**src/rtl/mvm_pkg.sv**
```systemverilog
// Shared types and latency helpers for the matrix-vector sequencer.
package mvm_pkg;

  typedef enum logic [1:0] {
    IDLE  = 2'd0,
    RUN   = 2'd1,
    DRAIN = 2'd2,
    DONE  = 2'd3
  } state_t;

  // Issue-to-accumulator-input latency: BRAM read + multiplier + lane adder tree.
  function automatic int lat_in(input int delay_mul, input int delay_add);
    return 1 + delay_mul + delay_add;
  endfunction

  // Issue of a row's last beat to its result write.
  function automatic int wr_lat(input int delay_mul, input int delay_add, input int delay_acc);
    return lat_in(delay_mul, delay_add) + delay_acc;
  endfunction

endpackage

```
**src/rtl/mvm_seq_ctrl_delay.sv**
```systemverilog
// Fixed-depth shift register with synchronous clear; carries strobes alongside the datapath.
module mvm_delay_line #(
  parameter int DEPTH = 1,
  parameter int W     = 1
) (
  input  logic         clk,
  input  logic         clr,
  input  logic [W-1:0] d,
  output logic [W-1:0] q
);

  logic [W-1:0] stage [DEPTH];

  always_ff @(posedge clk) begin
    if (clr) begin
      for (int i = 0; i < DEPTH; i++) stage[i] <= '0;
    end else begin
      stage[0] <= d;
      for (int i = 1; i < DEPTH; i++) stage[i] <= stage[i-1];
    end
  end

  assign q = stage[DEPTH-1];

endmodule

```
**src/rtl/mvm_seq_ctrl.sv**
```systemverilog
// Matrix-vector multiply sequencer: streams matrix/vector beats row by row, steers the
// accumulator strobes and writes one result word per row back into the vector BRAM.
module mvm_seq_ctrl
  import mvm_pkg::*;
#(
  parameter int LANES     = 2,
  parameter int MADDR_W   = 12,
  parameter int VADDR_W   = 10,
  parameter int DIM_W     = 9,
  parameter int DELAY_MUL = 2,
  parameter int DELAY_ADD = 1,
  parameter int DELAY_ACC = 3,
  parameter int RES_BASE  = 512
) (
  input  logic               clk,
  input  logic               rst,
  input  logic               start,
  input  logic [DIM_W-1:0]   width,
  input  logic [DIM_W-1:0]   height,
  output logic               mbram_en,
  output logic [MADDR_W-1:0] mbram_addr,
  output logic               vbram_en,
  output logic               vbram_we,
  output logic [VADDR_W-1:0] vbram_addr,
  output logic               acc_en,
  output logic               zero_in,
  output logic               last,
  output logic               rows_done,
  output logic               busy,
  output logic               done
);

  if (LANES < 1 || LANES > 16) begin : g_lanes_check
    $error("mvm_seq_ctrl: LANES must be within 1..16");
  end

  // Outputs are registered, so both strobe lines are one stage longer/shorter than the
  // raw latency: the accumulator strobes come straight off the line, the write tap is
  // consumed one edge early so the write and the issue stall can be registered together.
  localparam int ACC_DLY = lat_in(DELAY_MUL, DELAY_ADD) + 1;
  localparam int WR_DLY  = wr_lat(DELAY_MUL, DELAY_ADD, DELAY_ACC);

  localparam logic [DIM_W-1:0]   DIM_ONE = DIM_W'(1);
  localparam logic [MADDR_W-1:0] MA_ONE  = MADDR_W'(1);

  state_t             state;
  logic [DIM_W-1:0]   w_reg, h_reg;
  logic [DIM_W-1:0]   col_cnt, row_cnt, wr_cnt;
  logic [MADDR_W-1:0] ma_cnt;

  logic               start_ok, issue, row_end, job_end;
  logic [DIM_W-1:0]   cur_w, cur_h, cur_c, cur_r;
  logic [MADDR_W-1:0] cur_ma;
  logic               wr_pend;
  logic [DIM_W-1:0]   wr_row;

  always_comb begin
    start_ok = (state == IDLE) && start && (width != '0) && (height != '0);
    // An accepted start issues beat (0,0) on the same edge, using the live dims.
    cur_w    = (state == IDLE) ? width  : w_reg;
    cur_h    = (state == IDLE) ? height : h_reg;
    cur_c    = (state == IDLE) ? '0 : col_cnt;
    cur_r    = (state == IDLE) ? '0 : row_cnt;
    cur_ma   = (state == IDLE) ? '0 : ma_cnt;
    issue    = start_ok || ((state == RUN) && !wr_pend);
    row_end  = issue && (cur_c == cur_w - DIM_ONE);
    job_end  = row_end && (cur_r == cur_h - DIM_ONE);
  end

  mvm_delay_line #(.DEPTH(ACC_DLY), .W(3)) u_acc_dly (
    .clk (clk),
    .clr (rst),
    .d   ({issue, issue && (cur_c == '0), row_end}),
    .q   ({acc_en, zero_in, last})
  );

  mvm_delay_line #(.DEPTH(WR_DLY), .W(DIM_W + 1)) u_wr_dly (
    .clk (clk),
    .clr (rst),
    .d   ({row_end, cur_r}),
    .q   ({wr_pend, wr_row})
  );

  always_ff @(posedge clk) begin
    if (rst) begin
      state      <= IDLE;
      w_reg      <= '0;
      h_reg      <= '0;
      col_cnt    <= '0;
      row_cnt    <= '0;
      wr_cnt     <= '0;
      ma_cnt     <= '0;
      mbram_en   <= 1'b0;
      mbram_addr <= '0;
      vbram_en   <= 1'b0;
      vbram_we   <= 1'b0;
      vbram_addr <= '0;
      rows_done  <= 1'b0;
      busy       <= 1'b0;
      done       <= 1'b0;
    end else begin
      mbram_en   <= 1'b0;
      mbram_addr <= '0;
      vbram_en   <= 1'b0;
      vbram_we   <= 1'b0;
      vbram_addr <= '0;
      rows_done  <= 1'b0;
      done       <= 1'b0;

      if (issue) begin
        mbram_en   <= 1'b1;
        mbram_addr <= cur_ma;
        vbram_en   <= 1'b1;
        vbram_addr <= VADDR_W'(cur_c);
        ma_cnt     <= cur_ma + MA_ONE;
        if (row_end) begin
          col_cnt <= '0;
          row_cnt <= cur_r + DIM_ONE;
        end else begin
          col_cnt <= cur_c + DIM_ONE;
          row_cnt <= cur_r;
        end
      end

      // Never overlaps an issue: RUN only issues when no write is due.
      if (wr_pend) begin
        vbram_en   <= 1'b1;
        vbram_we   <= 1'b1;
        vbram_addr <= VADDR_W'(RES_BASE) + VADDR_W'(wr_row);
        rows_done  <= 1'b1;
        wr_cnt     <= wr_cnt + DIM_ONE;
      end

      case (state)
        IDLE: begin
          if (start_ok) begin
            w_reg  <= width;
            h_reg  <= height;
            wr_cnt <= '0;
            busy   <= 1'b1;
            state  <= job_end ? DRAIN : RUN;
          end else if (start) begin
            state <= DONE;
            done  <= 1'b1;
          end
        end
        RUN: begin
          if (job_end) state <= DRAIN;
        end
        DRAIN: begin
          if (rows_done && (wr_cnt == h_reg)) begin
            state <= DONE;
            busy  <= 1'b0;
            done  <= 1'b1;
          end
        end
        DONE: begin
          state <= IDLE;
        end
        default: state <= IDLE;
      endcase
    end
  end

endmodule

```
**config.mk**
```make
export PLATFORM = sky130hd
export DESIGN_NAME = mvm_seq_ctrl
export DESIGN_NICKNAME = d
export VERILOG_FILES = /design/src/rtl/mvm_pkg.sv /design/src/rtl/mvm_seq_ctrl_delay.sv /design/src/rtl/mvm_seq_ctrl.sv
export SDC_FILE = /design/constraint.sdc
export NUM_CORES = 1
export LEC_CHECK = 0
export CAP_MARGIN = 30
export CORE_ASPECT_RATIO = 1.75
export CORE_MARGIN = 1.5
export CORE_UTILIZATION = 40
export DETAILED_ROUTE_END_ITERATION = 16
export PLACE_DENSITY = 0.55
export RECOVER_POWER = 25
export SLEW_MARGIN = 20
export SYNTH_ARGS = -nofsm -noshare
export SYNTH_HDL_FRONTEND = slang
export SYNTH_SLANG_ARGS = --single-unit
```
**constraint.sdc**
```tcl
create_clock -name clk -period 6.5 [get_ports clk]
set_input_delay 1.3 -clock clk [delete_from_list [all_inputs] [get_ports clk]]
set_output_delay 1.3 -clock clk [all_outputs]
set_load 0.01 [all_outputs]
```
# After elaboration in Yosys (flattened, before gate mapping)
# Memory sizes are Yosys's and may differ from the RTL's.
# Cells that the tools add are included.
# word_totals
reg_bits,86
mem_bits_rw,85
input_bits,21
out_inout_bits,31
wordCells,108
memories,2
# classes
n_addsub,7
eq_ne,10
muxes,43
bitwise,13
reduce_logical,19
# memory_table
memory,words,word_bits,rd,rd_clocked_by_memory_dff,write_ports,line,rtl
u_wr_dly.stage,7,10,7,0,7,mvm_seq_ctrl_delay.sv:12,logic [W-1:0] stage [DEPTH];
u_acc_dly.stage,5,3,5,0,5,mvm_seq_ctrl_delay.sv:12,
# ops
op,n
two-way mux 9 bit,10
two-way mux 10 bit,8
adder 9 x 1 -> 9 bit (second input constant),3
equality test 9 bit,3
nonzero test 9 bit,2
subtractor 9 x 1 -> 9 bit (second input constant),2
two-way mux 3 bit,5
adder 12 x 1 -> 12 bit (second input constant),1
two-way mux 12 bit,1
OR 1 bit,12
two-way mux 1 bit,11
adder 10 x 9 -> 10 bit (first input constant),1
two-way mux 2 bit,5
logical NOT 9 bit,1
logical AND 1 bit,8
case mux 2 bit (4 select lines),1
inequality test 2 bit (second input constant),3
AND reduction 3 bit,2
equality test 2 bit (second input constant),2
case mux 1 bit (2 select lines),2
inequality test 3 bit (second input constant),1
equality test 2 x 1 -> 1 bit (second input constant),1
logical NOT 2 bit,1
AND reduction 2 bit,1
5 further kinds,5

# Depth between registers and ports, before layout
# logic_depth
depth_word,10
depth_mapped,17
ltp_nobuf,12

# Modules after synthesis
# Synthesis repeated with hierarchy kept, for this count alone.
# unflattened
hier_cells,765
area_unflattened_um2,7183.1
# modules_own_cells
mod,instances,cells_each,area_each_um2
mvm_seq_ctrl,1,574,4778.3
mvm_delay_line at u_wr_dly,1,157,1949.4
mvm_delay_line at u_acc_dly,1,34,455.4

# Worst setup path before layout
# No wires, ideal clock.
# synth_path
kind,register -> register
from,register state[0]
to,register row_cnt[7]
setup_time_ps,121
arrival_time_ps,3918
t_required_ps,6379
slack_ps,2461
path_stages_with_launch,18
path_buffers,5
synth_period_minus_slack_ps,4039
path_cell_list,dfxtp_1 -> inv_1 -> ha_1 -> buf_4 -> buf_2 -> buf_1 -> buf_6 -> clkbuf_1 -> mux2i_1 -> ha_1 -> nor4b_1 -> and4b_1 -> xnor2_1 -> o211ai_2 -> nor4_4 -> nand4_1 -> nor3_1 -> mux2_2
# synth_via
elab_chain_len,7
# synth_lines
item,line,rtl
start: declaration,mvm_seq_ctrl.sv:46,state_t state;
start signal: assignment,mvm_seq_ctrl.sv:141,state <= job_end ? DRAIN : RUN;
branches (longest 7 deep; another with subtractor 9 x 1 -> 9 bit),-,
end signal: assignment,mvm_seq_ctrl.sv:118,row_cnt <= cur_r + DIM_ONE;
end signal: assignment,mvm_seq_ctrl.sv:121,row_cnt <= cur_r;
end: declaration,mvm_seq_ctrl.sv:48,"logic [DIM_W-1:0] col_cnt, row_cnt, wr_cnt;"
# Parallel ways; which one is timed is not known.
# A chain may end at the register's enable or synchronous reset.

# Worst setup path after layout
# layout_path
from,input port width[0]
to,register state[1]
# layout_via
elab_chain_len,9
# layout_lines
item,line,rtl
start: declaration,mvm_seq_ctrl.sv:18,"input logic [DIM_W-1:0] width,"
branches (longest 9 deep; another with subtractor 9 x 1 -> 9 bit),-,
# Parallel ways; which one is timed is not known.

==> run_results.csv <==
group,metric,value,unit
flow_run,maxCapViolCount,1,
yosys,syn_area,0.00686,mm2
global_route,grt_use_met1,0.192,
timing,drv_slew,39,
drt,routed_wirelength,15.9,mm
setup_path,critPathLaunch,"width[0]",
yosys,syn_inst,726,
setup_path,worst-path-max-fanout,9,
cts,ctsResizeCount,0,
finish,largest_reg_flops,65,
yosys,yosysUniqueCellTypes,65,
pwr,power_frac_clock,0.317,
min_path,holdPathEnd,"u_wr_dly.stage[4][5]",
pwr,p_sw_frac,0.370,
min_path,worstHoldStart,"u_wr_dly.stage[3][5]",
yosys,ys_seq_elements,165,
die,start_util,0.407,
pwr,intPower,0.00194,W
yosys,synth_top_area_frac,0.481,
yosys,ys.warnings.count,0,
cts,insertion_delay,0.43,ns
min_path,hold_depth,1,
finish,largestRegisters,"u_wr_dly.stage x65, u_acc_dly.stage x15",
pwr,combPwrFrac,0.319,
finish,fin_util,0.482,
finish,final_nets,794,
die,fp.coreArea,0.0169,mm2
setup_path,arrival,4.48,ns
global_route,grt_overflow,0,
global_route,grt_use_met2,0.333,
timing,clock_skew,0.0122,ns
finish,n_fill_cell,1624,
run_status,status,"finished, violations left",
setup_path,start_kind,"input port",
timing,finalSetupViolCount,0,
drt,firstDrtPassIters,4,
drt,num_vias,5203,
setup_path,worstPathCellList,"clkdlybuf4s50_1 -> mux2i_1 -> ha_1 -> nor4b_1 -> a31oi_1 -> o211ai_1 -> o211ai_2 -> nor4_4 -> o2111ai_1 -> a21oi_1 -> o32ai_1",
global_route,grt_pass1_wl,25.6,mm
cts,clock-sinks,165,
finish,num_antenna_cells,0,
setup_path,worstPathRequired,6.75,ns
global_route,grt_max_degree,100,
yosys,avgSynthCellArea,9.45,um2
setup_path,crit_path_top_delay_cell,"nor4_4",
drt,drc_errors,0,
setup_path,rrSetupSlack,2.84,ns
finish,final_layout_size_suffix_gt1_frac,0.0735,
pwr,ir_drop,0.000197,V
yosys,ys_seq_area_frac,0.481,
finish,fin_cells,1002,
die,die_y,176,um
die,die_width,102,um
global_route,grt_pass1_vias,5209,
die,pin_count,52,
cts,htreeDepth,4,
cts,cts_made_buffers,17,
placement,place_congestion,0.908,
cts,cts.clk_slew.worst_paths,0.07,ns
cts,cts_max_path_buffers,2,
setup_path,rr_worst_depth,10,
pwr,p_sw,0.00114,W
placement,dp_hpwl,11.2,mm
setup_path,crit_path_max_incr_delay,0.58,ns
cts,cts_tree,"done",
drt,vias_per_cell,5.19,
placement,numPortBuffers,51,
drt,drtIter0Drc,230,
global_route,grt_busiest_layer,"met2",
placement,dp.cells,969,
placement,place_ws,1.94,ns
setup_path,worstReg2RegEnd,"state[1]",
yosys,synth_area_leader_cell,"dfxtp_1",
yosys,synth_fp_nets,758,
run_status,violations,"capacitance limit, slew limit",
yosys,synth_edf_count,0,
yosys,async_reset_ff_frac,0,
cts,cts_hold_buf,0,
global_route,grtUsageTotal,0.187,
min_path,worst_hold_path_type,"reg -> reg",
die,die-area,0.0180,mm2
drt,drt.antenna.violating_nets,0,
timing,min_period_over_period,0.651,
timing,final.setup.tns,0,ns
cts,post_cts_buffers,0,
timing,fin_crit,4.23,ns
setup_path,r2r_start,"state[1]",
timing,slew_headroom,-0.0850,
pwr,p_seq_frac,0.364,
die,rows,63,
timing,worst_pin_slew,1.63,ns
drt,wire_per_inst,15.9,um
global_route,antenna_found_initial,0,
finish,max_flop_register,"u_wr_dly.stage",
finish,area_growth,18.4,%
cts,root_buffer,"clkbuf_16",
timing,final-hold-violation-count,0,
yosys,synth.area.top_cells,"dfxtp_1, nor2b_1, xor2_1",
global_route,grt_use_met3,0.0360,
pwr,pwr_density_cell,378,mW/mm2
timing,layout_setup_ws,2.27,ns
setup_path,endpoint_kind,"flop",
timing,max_freq,236,MHz
timing,rsz0062_at_grt,"false",
yosys,synth_ff_type,"dfxtp_1",
pwr,p_leak,3.23,nW
setup_path,crit_type,"in -> reg",
## final cells by class
class                   count  area (um2)  area share
inverters                  12        45.0     0.00554
multi-input cells         507        3320       0.409
well taps                 227         284      0.0350
clock inverters            15         159      0.0196
repair buffers             59         588      0.0724
clock buffers              17         425      0.0524
flip-flops and latches    165        3300       0.407
## critical path, delay by kind of cell
kind	cells	cell delay, ns
adder cells (fa/ha/maj)	1	0.30
AND/OR/NAND/NOR	2	0.92
AO/OA/AOI/OAI	6	1.31
buffers and inverters	1	0.48
multiplexers	1	0.17
## through the flow
| stage | area, um2 | hold WS (ns) | power, W |
|---|---|---|---|
| after floorplan | 6860 | 0.414 | 0.00188 |
| after global placement | 7500 | 0.417 | 0.00209 |
| after detailed placement | 7520 | 0.420 | 0.00211 |
| after CTS | 8110 | 0.437 | 0.00310 |
| after global routing | 8130 | 0.446 | 0.00325 |
| final | 8130 | 0.436 | 0.00307 |
## worst max path at each step
stage,slack [ns],endpoint,cells past startpoint
after floorplan,2.46,row_cnt[7],17
after global placement,2.08,col_cnt[6],11
after detailed placement,1.94,state[0],11
after CTS,2.38,state[0],11
after global routing,1.92,state[1],11
final,2.27,state[1],11
## layout by cell type (no fill, tap or decap), types with 17 or more instances in the layout
| cell type | count |
|---|---|
| dfxtp_1 | 165 |
| nor2b_1 | 82 |
| nor2_1 | 79 |
| clkdlybuf4s50_1 | 50 |
| nand2_1 | 44 |
| xor2_1 | 36 |
| mux2i_1 | 29 |
| a21oi_1 | 25 |
| nor3_1 | 22 |
| xnor2_1 | 20 |
| clkbuf_16 | 17 |
## logic make-up (layout without fill, tap and decap cells)
| kind of cell | count (synthesis) | count (layout) | synth area share |
|---|---|---|---|
| XOR/XNOR | 56 | 56 | 0.0715 |
| buffers and inverters | 54 | 103 | 0.0346 |
| multiplexers | 34 | 34 | 0.0505 |
| AND/OR/NAND/NOR | 313 | 313 | 0.249 |
| flip-flops | 165 | 165 | 0.481 |
| AO/OA/AOI/OAI | 93 | 93 | 0.0930 |
| adder cells (fa/ha/maj) | 11 | 11 | 0.0201 |
## power groups by stage
| stage | Combinational, W | Sequential [W] | Clock (W) |
|---|---|---|---|
| 2_1_floorplan | 0.000756 | 0.00112 | 0 |
| 3_3_place_gp | 0.000947 | 0.00114 | 0 |
| 3_5_place_dp | 0.000975 | 0.00114 | 0 |
| 4_1_cts | 0.000980 | 0.00112 | 0.00100 |
| 5_1_grt | 0.00107 | 0.00112 | 0.00105 |
| 6_report | 0.000980 | 0.00112 | 0.000975 |
## synth_stat cells (11+ instances only)
| cell type | number |
|---|---|
| dfxtp_1 | 165 |
| nor2b_1 | 82 |
| nor2_1 | 79 |
| nand2_1 | 44 |
| xor2_1 | 36 |
| mux2i_1 | 29 |
| clkbuf_1 | 27 |
| a21oi_1 | 25 |
| nor3_1 | 22 |
| xnor2_1 | 20 |
| and3_1 | 16 |
| o21ai_0 | 16 |
| nand3_1 | 14 |
| inv_1 | 12 |
| ha_1 | 11 |
| nand4_1 | 11 |
## routing by layer
layer  share of wire  wire length (um)  up-vias
li1                -                 -     2557
met1            0.38              6060     2454
met2            0.53              8490      136
met3           0.032               503       56
met4           0.052               831        0
met5               0                 0        -
(Power assumes the default switching activity.)
